[config.mk]
export PLATFORM = sky130hd
export DESIGN_NAME = alu_writeback_stage
export DESIGN_NICKNAME = d
export VERILOG_FILES = /design/src/rtl/alu_writeback_stage.sv
export SDC_FILE = /design/constraint.sdc
export NUM_CORES = 1
export LEC_CHECK = 0
export BUFFER_PORTS_ARGS = -buffer_cell sky130_fd_sc_hd__clkbuf_2
export CAP_MARGIN = 0
export CELL_PAD_IN_SITES_DETAIL_PLACEMENT = 1
export CELL_PAD_IN_SITES_GLOBAL_PLACEMENT = 2
export CORE_MARGIN = 8
export CORE_UTILIZATION = 32
export DETAILED_ROUTE_END_ITERATION = 6
export GPL_TIMING_DRIVEN = 1
export PLACE_DENSITY = 0.79
export SYNTH_ARGS = -nofsm -noshare
export SYNTH_HDL_FRONTEND = slang
export SYNTH_SLANG_ARGS = --single-unit
[constraint.sdc]
create_clock -name clk -period 4.3 [get_ports clk]
set_clock_uncertainty 0.05 [all_clocks]
set_input_delay 0.215 -clock clk [delete_from_list [all_inputs] [get_ports clk]]
set_output_delay 0.215 -clock clk [all_outputs]
set_load 0.005 [all_outputs]
[src/rtl/alu_writeback_stage.sv]
// alu_writeback_stage
// Retires ALU results in order from a 2-entry FIFO. ALU ops become register-file
// writes (held until the register file takes them), taken branches become a
// one-cycle redirect pulse that also squashes every younger buffered entry.
// All outputs are registered; a head entry is decoded into the output
// registers on the edge it becomes the issuing entry.
module alu_writeback_stage #(
  parameter int DATA_W = 32,
  parameter int REG_W  = 7,
  parameter int OP_W   = 5,
  parameter int CNT_W  = 16
) (
  input  logic              clk,
  input  logic              rst,
  input  logic              flush,
  input  logic              in_valid,
  output logic              in_ready,
  input  logic [OP_W-1:0]   in_opcode,
  input  logic [REG_W-1:0]  in_rd,
  input  logic [DATA_W-1:0] in_result,
  input  logic [REG_W-1:0]  in_branch,
  output logic              rf_we,
  output logic [REG_W-1:0]  rf_waddr,
  output logic [DATA_W-1:0] rf_wdata,
  input  logic              rf_ready,
  output logic              br_taken,
  output logic [REG_W-1:0]  br_target,
  output logic [CNT_W-1:0]  retired
);

  typedef enum logic [1:0] {S_IDLE, S_ISSUE, S_HOLD} state_t;

  // FIFO storage and bookkeeping
  logic [OP_W-1:0]   r_mem_op  [2];
  logic [REG_W-1:0]  r_mem_rd  [2];
  logic [DATA_W-1:0] r_mem_res [2];
  logic [REG_W-1:0]  r_mem_br  [2];
  logic              r_rd_ptr;
  logic              r_wr_ptr;
  logic [1:0]        r_count;

  state_t            r_state;
  state_t            w_state_next;

  // Registered outputs
  logic              r_rf_we;
  logic [REG_W-1:0]  r_rf_waddr;
  logic [DATA_W-1:0] r_rf_wdata;
  logic              r_br_taken;
  logic [REG_W-1:0]  r_br_target;
  logic [CNT_W-1:0]  r_retired;

  logic              w_rf_we_next;
  logic [REG_W-1:0]  w_rf_waddr_next;
  logic [DATA_W-1:0] w_rf_wdata_next;
  logic              w_br_taken_next;
  logic [REG_W-1:0]  w_br_target_next;

  logic              w_push;
  logic              w_done;
  logic              w_more;
  logic              w_load;
  logic [OP_W-1:0]   w_head_op;
  logic [OP_W-1:0]   w_sel_op;
  logic [REG_W-1:0]  w_sel_rd;
  logic [DATA_W-1:0] w_sel_res;
  logic [REG_W-1:0]  w_sel_br;
  logic              w_is_alu;
  logic              w_is_br;
  logic              w_we_dec;
  logic              w_br_dec;

  // The redirect cycle blocks new entries: they would be squashed anyway.
  assign in_ready  = (r_count != 2'd2) && !r_br_taken;
  assign w_push    = in_valid && in_ready && !flush;
  assign w_head_op = r_mem_op[r_rd_ptr];

  // Head finishes this cycle unless it is a write the register file refuses.
  assign w_done = (r_state != S_IDLE) && (!r_rf_we || rf_ready);
  // Another entry can issue right behind the head unless the head squashes it;
  // with one entry buffered the entry arriving on this edge is the next head.
  assign w_more = !r_br_taken && ((r_count == 2'd2) || w_push);

  // Opcode class decode of the entry about to be issued
  assign w_is_alu = (w_sel_op < OP_W'(16));
  assign w_is_br  = !w_is_alu && (w_sel_op < OP_W'(24));
  assign w_we_dec = w_is_alu && (w_sel_rd != '0);
  assign w_br_dec = w_is_br && (w_sel_br != '0);

  // Next-state and next-head selection
  always_comb begin
    w_state_next = r_state;
    w_load       = 1'b0;
    w_sel_op     = r_mem_op[r_rd_ptr];
    w_sel_rd     = r_mem_rd[r_rd_ptr];
    w_sel_res    = r_mem_res[r_rd_ptr];
    w_sel_br     = r_mem_br[r_rd_ptr];
    case (r_state)
      S_IDLE: begin
        if (r_count != 2'd0) begin
          w_load       = 1'b1;
          w_state_next = S_ISSUE;
        end
      end
      default: begin
        if (w_done) begin
          if (w_more) begin
            w_load       = 1'b1;
            w_state_next = S_ISSUE;
            if (r_count == 2'd2) begin
              w_sel_op  = r_mem_op[~r_rd_ptr];
              w_sel_rd  = r_mem_rd[~r_rd_ptr];
              w_sel_res = r_mem_res[~r_rd_ptr];
              w_sel_br  = r_mem_br[~r_rd_ptr];
            end else begin
              w_sel_op  = in_opcode;
              w_sel_rd  = in_rd;
              w_sel_res = in_result;
              w_sel_br  = in_branch;
            end
          end else begin
            w_state_next = S_IDLE;
          end
        end else begin
          w_state_next = S_HOLD;
        end
      end
    endcase
  end

  // Output register next values: load a new head, clear when idle, else hold
  always_comb begin
    w_rf_we_next     = r_rf_we;
    w_rf_waddr_next  = r_rf_waddr;
    w_rf_wdata_next  = r_rf_wdata;
    w_br_taken_next  = r_br_taken;
    w_br_target_next = r_br_target;
    if (w_load) begin
      w_rf_we_next     = w_we_dec;
      w_rf_waddr_next  = w_we_dec ? w_sel_rd : '0;
      w_rf_wdata_next  = w_we_dec ? w_sel_res : '0;
      w_br_taken_next  = w_br_dec;
      w_br_target_next = w_br_dec ? w_sel_br : '0;
    end else if (w_state_next == S_IDLE) begin
      w_rf_we_next     = 1'b0;
      w_rf_waddr_next  = '0;
      w_rf_wdata_next  = '0;
      w_br_taken_next  = 1'b0;
      w_br_target_next = '0;
    end
  end

  // FIFO slot writes; contents need no reset because r_count qualifies them
  for (genvar gi = 0; gi < 2; gi++) begin : g_slot
    always_ff @(posedge clk) begin
      if (w_push && (r_wr_ptr == 1'(gi))) begin
        r_mem_op[gi]  <= in_opcode;
        r_mem_rd[gi]  <= in_rd;
        r_mem_res[gi] <= in_result;
        r_mem_br[gi]  <= in_branch;
      end
    end
  end

  // Pointers, occupancy, FSM, outputs and the retire counter
  always_ff @(posedge clk) begin
    if (rst || flush) begin
      r_rd_ptr    <= 1'b0;
      r_wr_ptr    <= 1'b0;
      r_count     <= 2'd0;
      r_state     <= S_IDLE;
      r_rf_we     <= 1'b0;
      r_rf_waddr  <= '0;
      r_rf_wdata  <= '0;
      r_br_taken  <= 1'b0;
      r_br_target <= '0;
      if (rst) begin
        r_retired <= '0;
      end
    end else begin
      r_state     <= w_state_next;
      r_rf_we     <= w_rf_we_next;
      r_rf_waddr  <= w_rf_waddr_next;
      r_rf_wdata  <= w_rf_wdata_next;
      r_br_taken  <= w_br_taken_next;
      r_br_target <= w_br_target_next;
      if (w_push) begin
        r_wr_ptr <= ~r_wr_ptr;
      end
      if (w_done && r_br_taken) begin
        // Taken branch retires and drops everything younger than itself.
        r_count  <= 2'd0;
        r_rd_ptr <= r_wr_ptr;
      end else begin
        if (w_done) begin
          r_rd_ptr <= ~r_rd_ptr;
        end
        case ({w_push, w_done})
          2'b10:   r_count <= r_count + 2'd1;
          2'b01:   r_count <= r_count - 2'd1;
          default: r_count <= r_count;
        endcase
      end
      if (w_done && (w_head_op != {OP_W{1'b1}})) begin
        r_retired <= r_retired + 1'b1;
      end
    end
  end

  assign rf_we     = r_rf_we;
  assign rf_waddr  = r_rf_waddr;
  assign rf_wdata  = r_rf_wdata;
  assign br_taken  = r_br_taken;
  assign br_target = r_br_target;
  assign retired   = r_retired;

endmodule

==> results of run 1 <==
layer usage:
layer  track usage (%)  vias to the layer above  share of wire (%)
li1                  -                     2851                  -
met1             17.91                     2857                 46
met2             24.16                       99                 49
met3             3.350                       14                3.5
met4             3.674                        0                1.1
met5                 0                        -                  0
cells in the mapped netlist, drive strengths merged (2+ instances only):
cell,count,share of area (%)
a211oi,3,0.28
a21oi,36,2.2
a22o,2,0.22
a31oi,3,0.23
a32o,12,1.5
and2,5,0.38
and3,2,0.15
and4,3,0.32
buf,28,2.0
clkbuf,19,0.88
dfxtp,55,14
edfxtp,118,44
ha,2,0.31
inv,3,0.14
mux2,16,2.3
mux2i,94,12
nand2,95,4.4
nand2b,2,0.15
nand3,5,0.31
nand4,10,0.77
nor2,57,2.6
nor2b,4,0.31
nor3,3,0.18
o211ai,3,0.28
o21ai,36,2.2
o22ai,2,0.15
o31ai,34,5.3
or2,2,0.15
or3,2,0.15
or4,2,0.23
xnor2,6,0.65
xor2,10,1.1
worst max-delay path: cells and delay by family (launching register included):
| kind | cells | cell delay (ps) |
|---|---|---|
| compound gates | 4 | 1190 |
| simple gates | 1 | 630 |
| buf+inv | 1 | 510 |
| flops | 1 | 390 |
cell families (layout without fill, tap and decap cells):
family | after synthesis | in the layout | synth area share [%]
compound gates | 140 | 140 | 13.61
xor+xnor | 16 | 16 | 1.724
fa+ha+maj | 2 | 2 | 0.3078
buf+inv | 50 | 219 | 3.048
flops | 173 | 173 | 57.14
mux | 110 | 110 | 13.84
simple gates | 194 | 194 | 10.33
flip-flops by register name, summed over array words and instances (netlist names), named ones only:
signal / flops
r_wr_ptr: 1
br_taken: 1
retired: 16
r_rd_ptr: 1
rf_we: 1
r_mem_op: 10
br_target: 7
r_mem_res: 64
rf_waddr: 7
r_count: 2
r_mem_br: 14
rf_wdata: 32
r_state: 2
r_mem_rd: 14
final timing paths:
check / endpoint / startpoint / cells after the start / slack [ps]
min: r_rd_ptr$_SDFFE_PP0N_ / rf_ready / 4 / 220
max reg2reg: rf_we$_SDFFE_PP0P_ / r_count[1]$_SDFFE_PP0P_ / 6 / 1380
max: rf_we$_SDFFE_PP0P_ / r_count[1]$_SDFFE_PP0P_ / 6 / 1380
min reg2reg: rf_wdata[25]$_SDFFE_PP0P_ / rf_wdata[25]$_SDFFE_PP0P_ / 2 / 410
power by group through the flow:
stage,clock [mW],combinational [mW],sequential (mW)
floorplan,0,0.103,1.88
global placement,0,0.185,1.88
detailed placement,0,0.189,1.89
CTS,1.59,0.228,1.85
global route,1.66,0.249,1.86
finish,1.56,0.223,1.85
timing repair:
item	in CTS	in global routing
endpoints found under the hold margin	102	0
setup endpoints to repair	0	0
hold buffers	51	0
final cells by class:
class	count	area [um2]	share of cell area, %
repair buffers	184	1234	12.13
flip-flops and latches	173	4652	45.75
clock inverters	9	118.9	1.169
inverters	3	11.26	0.1107
clock buffers	23	467.9	4.602
well taps	330	412.9	4.061
multi-input cells	462	3272	32.18
==> results.toml, run 1 <==
[detailed_routing]
drc = 0
drtIter0Drc = 257
wirelength_um = 21660
routedWlPerCell_um = 18.29
via_per_inst = 4.916
drtAntennaViolNets = 0
first_pass_iters = 4
vias = 5821

[run]
maxCapViolations = 0

[floorplanning]
initial_core_util_pct = 32.46
core_area_mm2 = 0.02504
die-area_mm2 = 0.03075
rows = 58
die_w_um = 175.4
ios = 121
die_h_um = 175.4

[worst_setup_path]
cp_slowest_stage_delay_ps = 630
cp_cell_sequence = "nor2b_2 -> o2111a_4 -> o211ai_1 -> o31ai_4 -> buf_4 -> o22ai_1"
criticalPathCategory = "reg -> reg"
crit_slowest_cell = "nor2b_2"
end_kind = "flip-flop"
critPathMaxFanout = 40
required_ps = 4530
cp-start-kind = "flip-flop"
worst_ep_arrival_time_ps = 3150

[final_layout]
final_core_util_pct = 40.61
final_area_mm2 = 0.01017
final_nets = 899
n_antenna_cell = 0
fillers = 2681
instances_no_fill = 1184
syn_to_final_growth_pct = 25.11
drive_gt1_share_pct = 25.18
final_common_cell = "clkbuf_2"
final_cell_mix = "120 x clkbuf_2, 118 x edfxtp_1, 95 x nand2_1"

[clock_network]
cts_tree = "yes"
htree_levels = 4
clkSinkCount = 173
clock_path_buffers = 2
root_buffer = "clkbuf_16"
cts_made_buffers = 17
clk_pin_slew_ps = 60
insertion_delay_ps = 420
cts_setup_buffers = 0
cts_resized = 0

[placed_design]
gp_congestion = 0.7117
portBuffers = 120
post-place-ws_ps = 1348
dpl_cell_area_mm2 = 0.009071
dp_hpwl_um = 14480
dp_cells = 1101

[synth]
syn_avg_cell_area_um2 = 11.87
ys_seq_area_share_pct = 57.14
synth.cell_area_mm2 = 0.008128
syn-num-nets = 743
synth_cells = 685
synth_flop_cell = "edfxtp_1"
synth_seq_cells = 173
synth_cell_type_count = 52
synthArstFlopShare_pct = 0
yosys_warnings = 0
synth_edf_count = 118

[power_and_ir_drop]
pwr_density_cell_mw_per_mm2 = 356.9
p_total_mw = 3.630
ir_worst_vdd_mv = 0.1715
combPwrFrac_pct = 6.2
switching_power_uw = 764.8
leakage_nw = 3.655
internal-power_mw = 2.865
power_frac_seq_pct = 51.0
p_sw_share_pct = 21.07
power_frac_clock_pct = 42.8

[timing]
whs_ps = 224.4
min_period_ps = 2917
max_freq_mhz = 342.8
rsz0062_at_grt = "false"
fin_crit_sh_pct = 67.83
finalWorstSetupSlack_ps = 1383
maxSlewHeadroom_pct = 38.10
worst-slew-pin-transition_ps = 928.5
setup_viol = 0
final.setup.tns_ps = 0
slew_violations = 0
hold_viol_final = 0

[grt]
grt_max_degree = 68
grt-ovfl-total = 0
grt_pass1_vias = 6273
grt_pass1_wl_um = 34710
antenna_found_initial = 0
grt.total_usage_pct = 14.23

[worst_hold_path]
holdCritPathClass = "in -> reg"

[run_status]
status = "complete, no violations"
(Power assumes the default switching activity.)
==> run 2: changes to the inputs <==
--- a/config.mk
+++ b/config.mk
@@ -13,7 +13,7 @@
 export CORE_UTILIZATION = 32
 export DETAILED_ROUTE_END_ITERATION = 6
 export GPL_TIMING_DRIVEN = 1
-export PLACE_DENSITY = 0.79
+export PLACE_DENSITY = 0.81
 export SYNTH_ARGS = -nofsm -noshare
 export SYNTH_HDL_FRONTEND = slang
 export SYNTH_SLANG_ARGS = --single-unit
==> constraint.sdc (replaced) <==
create_clock -name clk -period 2.4 [get_ports clk]
set_clock_uncertainty 0.05 [all_clocks]
set_input_delay 0.12 -clock clk [delete_from_list [all_inputs] [get_ports clk]]
set_output_delay 0.12 -clock clk [all_outputs]
set_load 0.005 [all_outputs]
==> run 2 against run 1 <==
Hold slack got worse by 86 ps. Total power increased by 77%. Clock power increased by 74%. Critical endpoint is now rf_wdata[14]$_SDFFE_PP0P_. Largest cell class unchanged. Highest routed layer unchanged.
==> results.toml, run 2 (synthesis gave the netlist of run 1 again) <==
[timing]
whs_ps = 138.0
slew_violations = 0
maxSlewHeadroom_pct = 57.61
worst-slew-pin-transition_ps = 635.8
hold_viol_final = 0
max_freq_mhz = 434.6
min_period_ps = 2301
setup_viol = 0
finalWorstSetupSlack_ps = 99.11
fin_crit_sh_pct = 95.87

[floorplanning]
core_area_mm2 = 0.02504
die-area_mm2 = 0.03075
rows = 58
initial_core_util_pct = 32.46
die_w_um = 175.4
ios = 121
die_h_um = 175.4

[clock_network]
clk_pin_slew_ps = 70
root_buffer = "clkbuf_16"
cts_tree = "yes"
cts_made_buffers = 17
insertion_delay_ps = 430
clkSinkCount = 173
clock_path_buffers = 2
htree_levels = 4

[worst_setup_path]
reg2reg_slack_ps = 100
criticalPathCategory = "reg -> reg"
cp-start-kind = "flip-flop"
crit_start = "r_mem_rd[1][1]$_DFFE_PP_"
critPathMaxFanout = 8
end_kind = "flip-flop"
required_ps = 2670
critPathCapture = "rf_wdata[14]$_SDFFE_PP0P_"
reg2reg_depth = 7
worst_ep_arrival_time_ps = 2570
r2r-end = "rf_wdata[14]$_SDFFE_PP0P_"
timing.rr.start = "r_mem_rd[1][1]$_DFFE_PP_"

[grt]
grt-ovfl-total = 0
antenna_found_initial = 1
grt_pass1_vias = 6536
grt_pass1_wl_um = 36070
grt_max_degree = 46
grt.total_usage_pct = 14.85

[detailed_routing]
drtIter0Drc = 204
drtAntennaViolNets = 0
routedWlPerCell_um = 19.29
wirelength_um = 23190
vias = 5938
drc = 0
via_per_inst = 4.940
first_pass_iters = 4

[power_and_ir_drop]
leakage_nw = 3.744
combPwrFrac_pct = 6.5
ir_worst_vdd_mv = 0.3039
power_frac_seq_pct = 51.4
power_frac_clock_pct = 42.1
switching_power_mw = 1.425
pwr_density_cell_mw_per_mm2 = 619.5
internal-power_mw = 5.017
p_sw_share_pct = 22.12

[final_layout]
final_common_cell = "clkbuf_2"
largest-register = "r_mem_res"
final_core_util_pct = 41.53
largest_reg_flops = 64
final_nets = 916
final_cell_mix = "120 x clkbuf_2, 118 x edfxtp_1, 95 x nand2_1"
instances_no_fill = 1202
fillers = 2737
syn_to_final_growth_pct = 27.93
drive_gt1_share_pct = 26.64

[placed_design]
post-place-ws_ps = 104.2
dp_cells = 1113
portBuffers = 120
gp_congestion = 0.7535
dp_hpwl_um = 14980

[worst_hold_path]
whs_path_depth = 4
hp-start = "rf_ready"
holdCritPathClass = "in -> reg"

[run]
maxCapViolations = 0

[run_status]
status = "complete, no violations"
[run 2: worst min path at each step]
stage                           endpoint  slack [ps]
6_report           r_rd_ptr$_SDFFE_PP0N_         140
5_1_grt        retired[13]$_SDFFCE_PP0P_         150
4_1_cts            r_rd_ptr$_SDFFE_PP0N_         110
3_5_place_dp    r_mem_op[1][1]$_DFFE_PP_         270
3_3_place_gp    r_mem_op[0][2]$_DFFE_PP_         270
2_1_floorplan   r_mem_br[0][0]$_DFFE_PP_         170
[run 2: metal layers]
metal / vias up / part of all wire (%) / track usage [%]
met5: - / 0 / 0
met4: 0 / 1.0 / 4.345
met3: 15 / 3.3 / 3.221
met2: 86 / 50 / 25.71
met1: 2945 / 45 / 18.26
li1: 2892 / - / -
[run 2: cell type report]
cell class,count,area [um2],area share (%)
sequential,173,4652,44.74
multi-input combinational,462,3283,31.58
timing repair buffer,201,1466,14.10
clock buffer,22,454.2,4.368
tap,330,412.9,3.971
clock inverter,10,115.1,1.107
inverter,3,11.26,0.1083
antenna,1,2.502,0.02407
[run 2: repair_timing]
action                     in CTS  in global routing
resized for setup               0                  6
setup endpoints to repair       0                 33
hold buffers                   51                  0
setup buffers                   0                  2
hold endpoints to repair      102                  0
[run 2: worst max-delay path: stages (launching register included)]
cell and delay, ps:
edfxtp_1 430, or4_1 550, nor4b_2 220, a21oi_1 110, a2111oi_4 360, buf_6 180, buf_6 190, o31ai_1 100
[run 2: metrics by stage]
stage,area (um2),TNS (ps),power [mW]
after detailed placement,9224,0,3.729
after global placement,9224,0,3.713
after floorplan,8133,-52520,3.554
final,10400,0,6.441
after CTS,10300,0,6.526
after global routing,10400,-103.3,6.678
[run 2: power by group through the flow]
stage | Sequential [mW] | Clock, mW | Combinational (mW)
after detailed placement | 3.38 | 0 | 0.351
final | 3.31 | 2.71 | 0.417
after global placement | 3.37 | 0 | 0.342
after CTS | 3.31 | 2.79 | 0.421
after floorplan | 3.37 | 0 | 0.185
after global routing | 3.32 | 2.89 | 0.464
==> run 3: changes to the inputs <==
--- a/config.mk
+++ b/config.mk
@@ -13,7 +13,7 @@
 export CORE_UTILIZATION = 32
 export DETAILED_ROUTE_END_ITERATION = 6
 export GPL_TIMING_DRIVEN = 1
-export PLACE_DENSITY = 0.81
+export PLACE_DENSITY_LB_ADDON = 0.05
 export SYNTH_ARGS = -nofsm -noshare
 export SYNTH_HDL_FRONTEND = slang
 export SYNTH_SLANG_ARGS = --single-unit
==> run 3 against run 2 <==
Combinational power increased by 2%. Total power increased by 1.2%. Via count increased by 2.2%. Fmax increased by 1.2%. Critical endpoint is now rf_wdata[26]$_SDFFE_PP0P_. Setup slack improved by 27 ps. Critical path type unchanged. Highest routed layer unchanged. Sequential share of layout area about the same. Register-to-register slack improved by 30 ps. Sequential power about the same. First-iteration DRC count increased by 18%. Final cell count increased by 0.25%.
==> results.toml, run 3 (synthesis gave the netlist of run 1 again) <==
[run_status]
status = "complete, no violations"

[final_layout]
syn_to_final_growth_pct = 28.02
final_cell_mix = "120 x clkbuf_2, 118 x edfxtp_1, 95 x nand2_1"
final_area_mm2 = 0.01041
largest_reg_flops = 64
largest-register = "r_mem_res"
drive_gt1_share_pct = 27.12
final_common_cell = "clkbuf_2"
final_nets = 919
instances_no_fill = 1205
fillers = 2703

[placed_design]
gp_congestion = 0.7813
dpl_cell_area_mm2 = 0.009249
dp_hpwl_um = 15700
dp_cells = 1118
portBuffers = 120

[clock_network]
clk_pin_slew_ps = 70
cts_made_buffers = 17
htree_levels = 4
insertion_delay_ps = 430
clkSinkCount = 173
root_buffer = "clkbuf_16"
cts_tree = "yes"
clock_path_buffers = 2

[detailed_routing]
drtAntennaViolNets = 0
routedWlPerCell_um = 19.77
drc = 0
first_pass_iters = 4
vias = 6071
drtIter0Drc = 240
wirelength_um = 23830
via_per_inst = 5.038

[worst_setup_path]
criticalPathCategory = "reg -> reg"
critPathMaxFanout = 33
required_ps = 2650
worst_ep_arrival_time_ps = 2520
cp-start-kind = "flip-flop"
end_kind = "flip-flop"

[timing]
rsz0062_at_grt = "false"
worst-slew-pin-transition_ps = 767.6
final.setup.tns_ps = 0
max_freq_mhz = 439.8
hold_viol_final = 0
slew_violations = 0
min_period_ps = 2274
setup_viol = 0
fin_crit_sh_pct = 94.74
maxSlewHeadroom_pct = 48.83

[floorplanning]
die-area_mm2 = 0.03075
die_w_um = 175.4
ios = 121
initial_core_util_pct = 32.46
core_area_mm2 = 0.02504
rows = 58
die_h_um = 175.4

[grt]
grt.total_usage_pct = 15.44
grt_max_degree = 59
antenna_found_initial = 1
grt_pass1_wl_um = 37600
grt-ovfl-total = 0
grt_pass1_vias = 6724

[run]
maxCapViolations = 0

[worst_hold_path]
holdCritPathClass = "in -> reg"

[power_and_ir_drop]
ir_worst_vdd_mv = 0.3434
pwr_density_cell_mw_per_mm2 = 626.2
leakage_nw = 3.774
run 3: cell types whose count changed in the layout (fill, tap and decap cells not counted), moves of 2 or more:
cell and delta:
clkbuf_1 -2, buf_4 +6, clkinv_4 +2, buf_6 -2, clkinvlp_4 -2
run 3: where the power goes:
group          switching (mW)  internal, mW
clock                    1.20          1.58
combinational           0.228         0.197
sequential             0.0488          3.26
run 3: cell type report:
| cell class | count | area, um2 | share of cell area, % |
|---|---|---|---|
| Clock inverter | 12 | 138.9 | 1.335 |
| Timing Repair Buffer | 204 | 1464 | 14.07 |
| Multi-Input combinational cell | 462 | 3277 | 31.49 |
| Antenna cell | 1 | 2.502 | 0.02405 |
| Tap cell | 330 | 412.9 | 3.968 |
| Inverter | 3 | 11.26 | 0.1082 |
| Sequential cell | 173 | 4652 | 44.71 |
| Clock buffer | 20 | 446.7 | 4.293 |
run 3: critical path, cell delays in order (launching register included):
cell	delay, ps
edfxtp_1	420
or4_1	540
nor4b_1	250
a21oi_1	150
a2111oi_4	290
buf_12	310
o31ai_2	120
run 3: repair_timing:
| item | in CTS | in global routing |
|---|---|---|
| buffers inserted | 0 | 2 |
| endpoints found under the hold margin | 102 | 0 |
| hold buffers | 51 | 0 |
| endpoints found under the setup margin | 0 | 34 |
| gates resized for setup | 0 | 1 |
run 3: worst paths after layout:
path         cells after the start  slack, ps                       from                        end
min                              3        130                        rst  retired[13]$_SDFFCE_PP0P_
min reg2reg                      2        410  rf_wdata[15]$_SDFFE_PP0P_  rf_wdata[15]$_SDFFE_PP0P_
max                              6        130   r_mem_rd[1][1]$_DFFE_PP_  rf_wdata[26]$_SDFFE_PP0P_
max reg2reg                      6        130   r_mem_rd[1][1]$_DFFE_PP_  rf_wdata[26]$_SDFFE_PP0P_
run 3: metal layers:
| metal | share of wire [%] | track usage (%) |
|---|---|---|
| met2 | 49 | 26.50 |
| met5 | 0 | 0 |
| met4 | 0.76 | 3.462 |
| met1 | 46 | 19.44 |
| met3 | 4.0 | 3.565 |
run 3: through the flow:
stage | hold WS [ps] | worst slack (ps) | util [%] | power, mW
2_1_floorplan | 168.9 | -515.0 | - | 3.554
3_3_place_gp | 268.0 | 174.2 | 36.94 | 3.721
3_5_place_dp | 274.7 | 55.31 | 36.94 | 3.738
4_1_cts | 114.4 | 41.52 | 41.32 | 6.610
5_1_grt | 128.4 | 29.59 | 41.56 | 6.758
6_report | 134.3 | 126.2 | 41.56 | 6.515
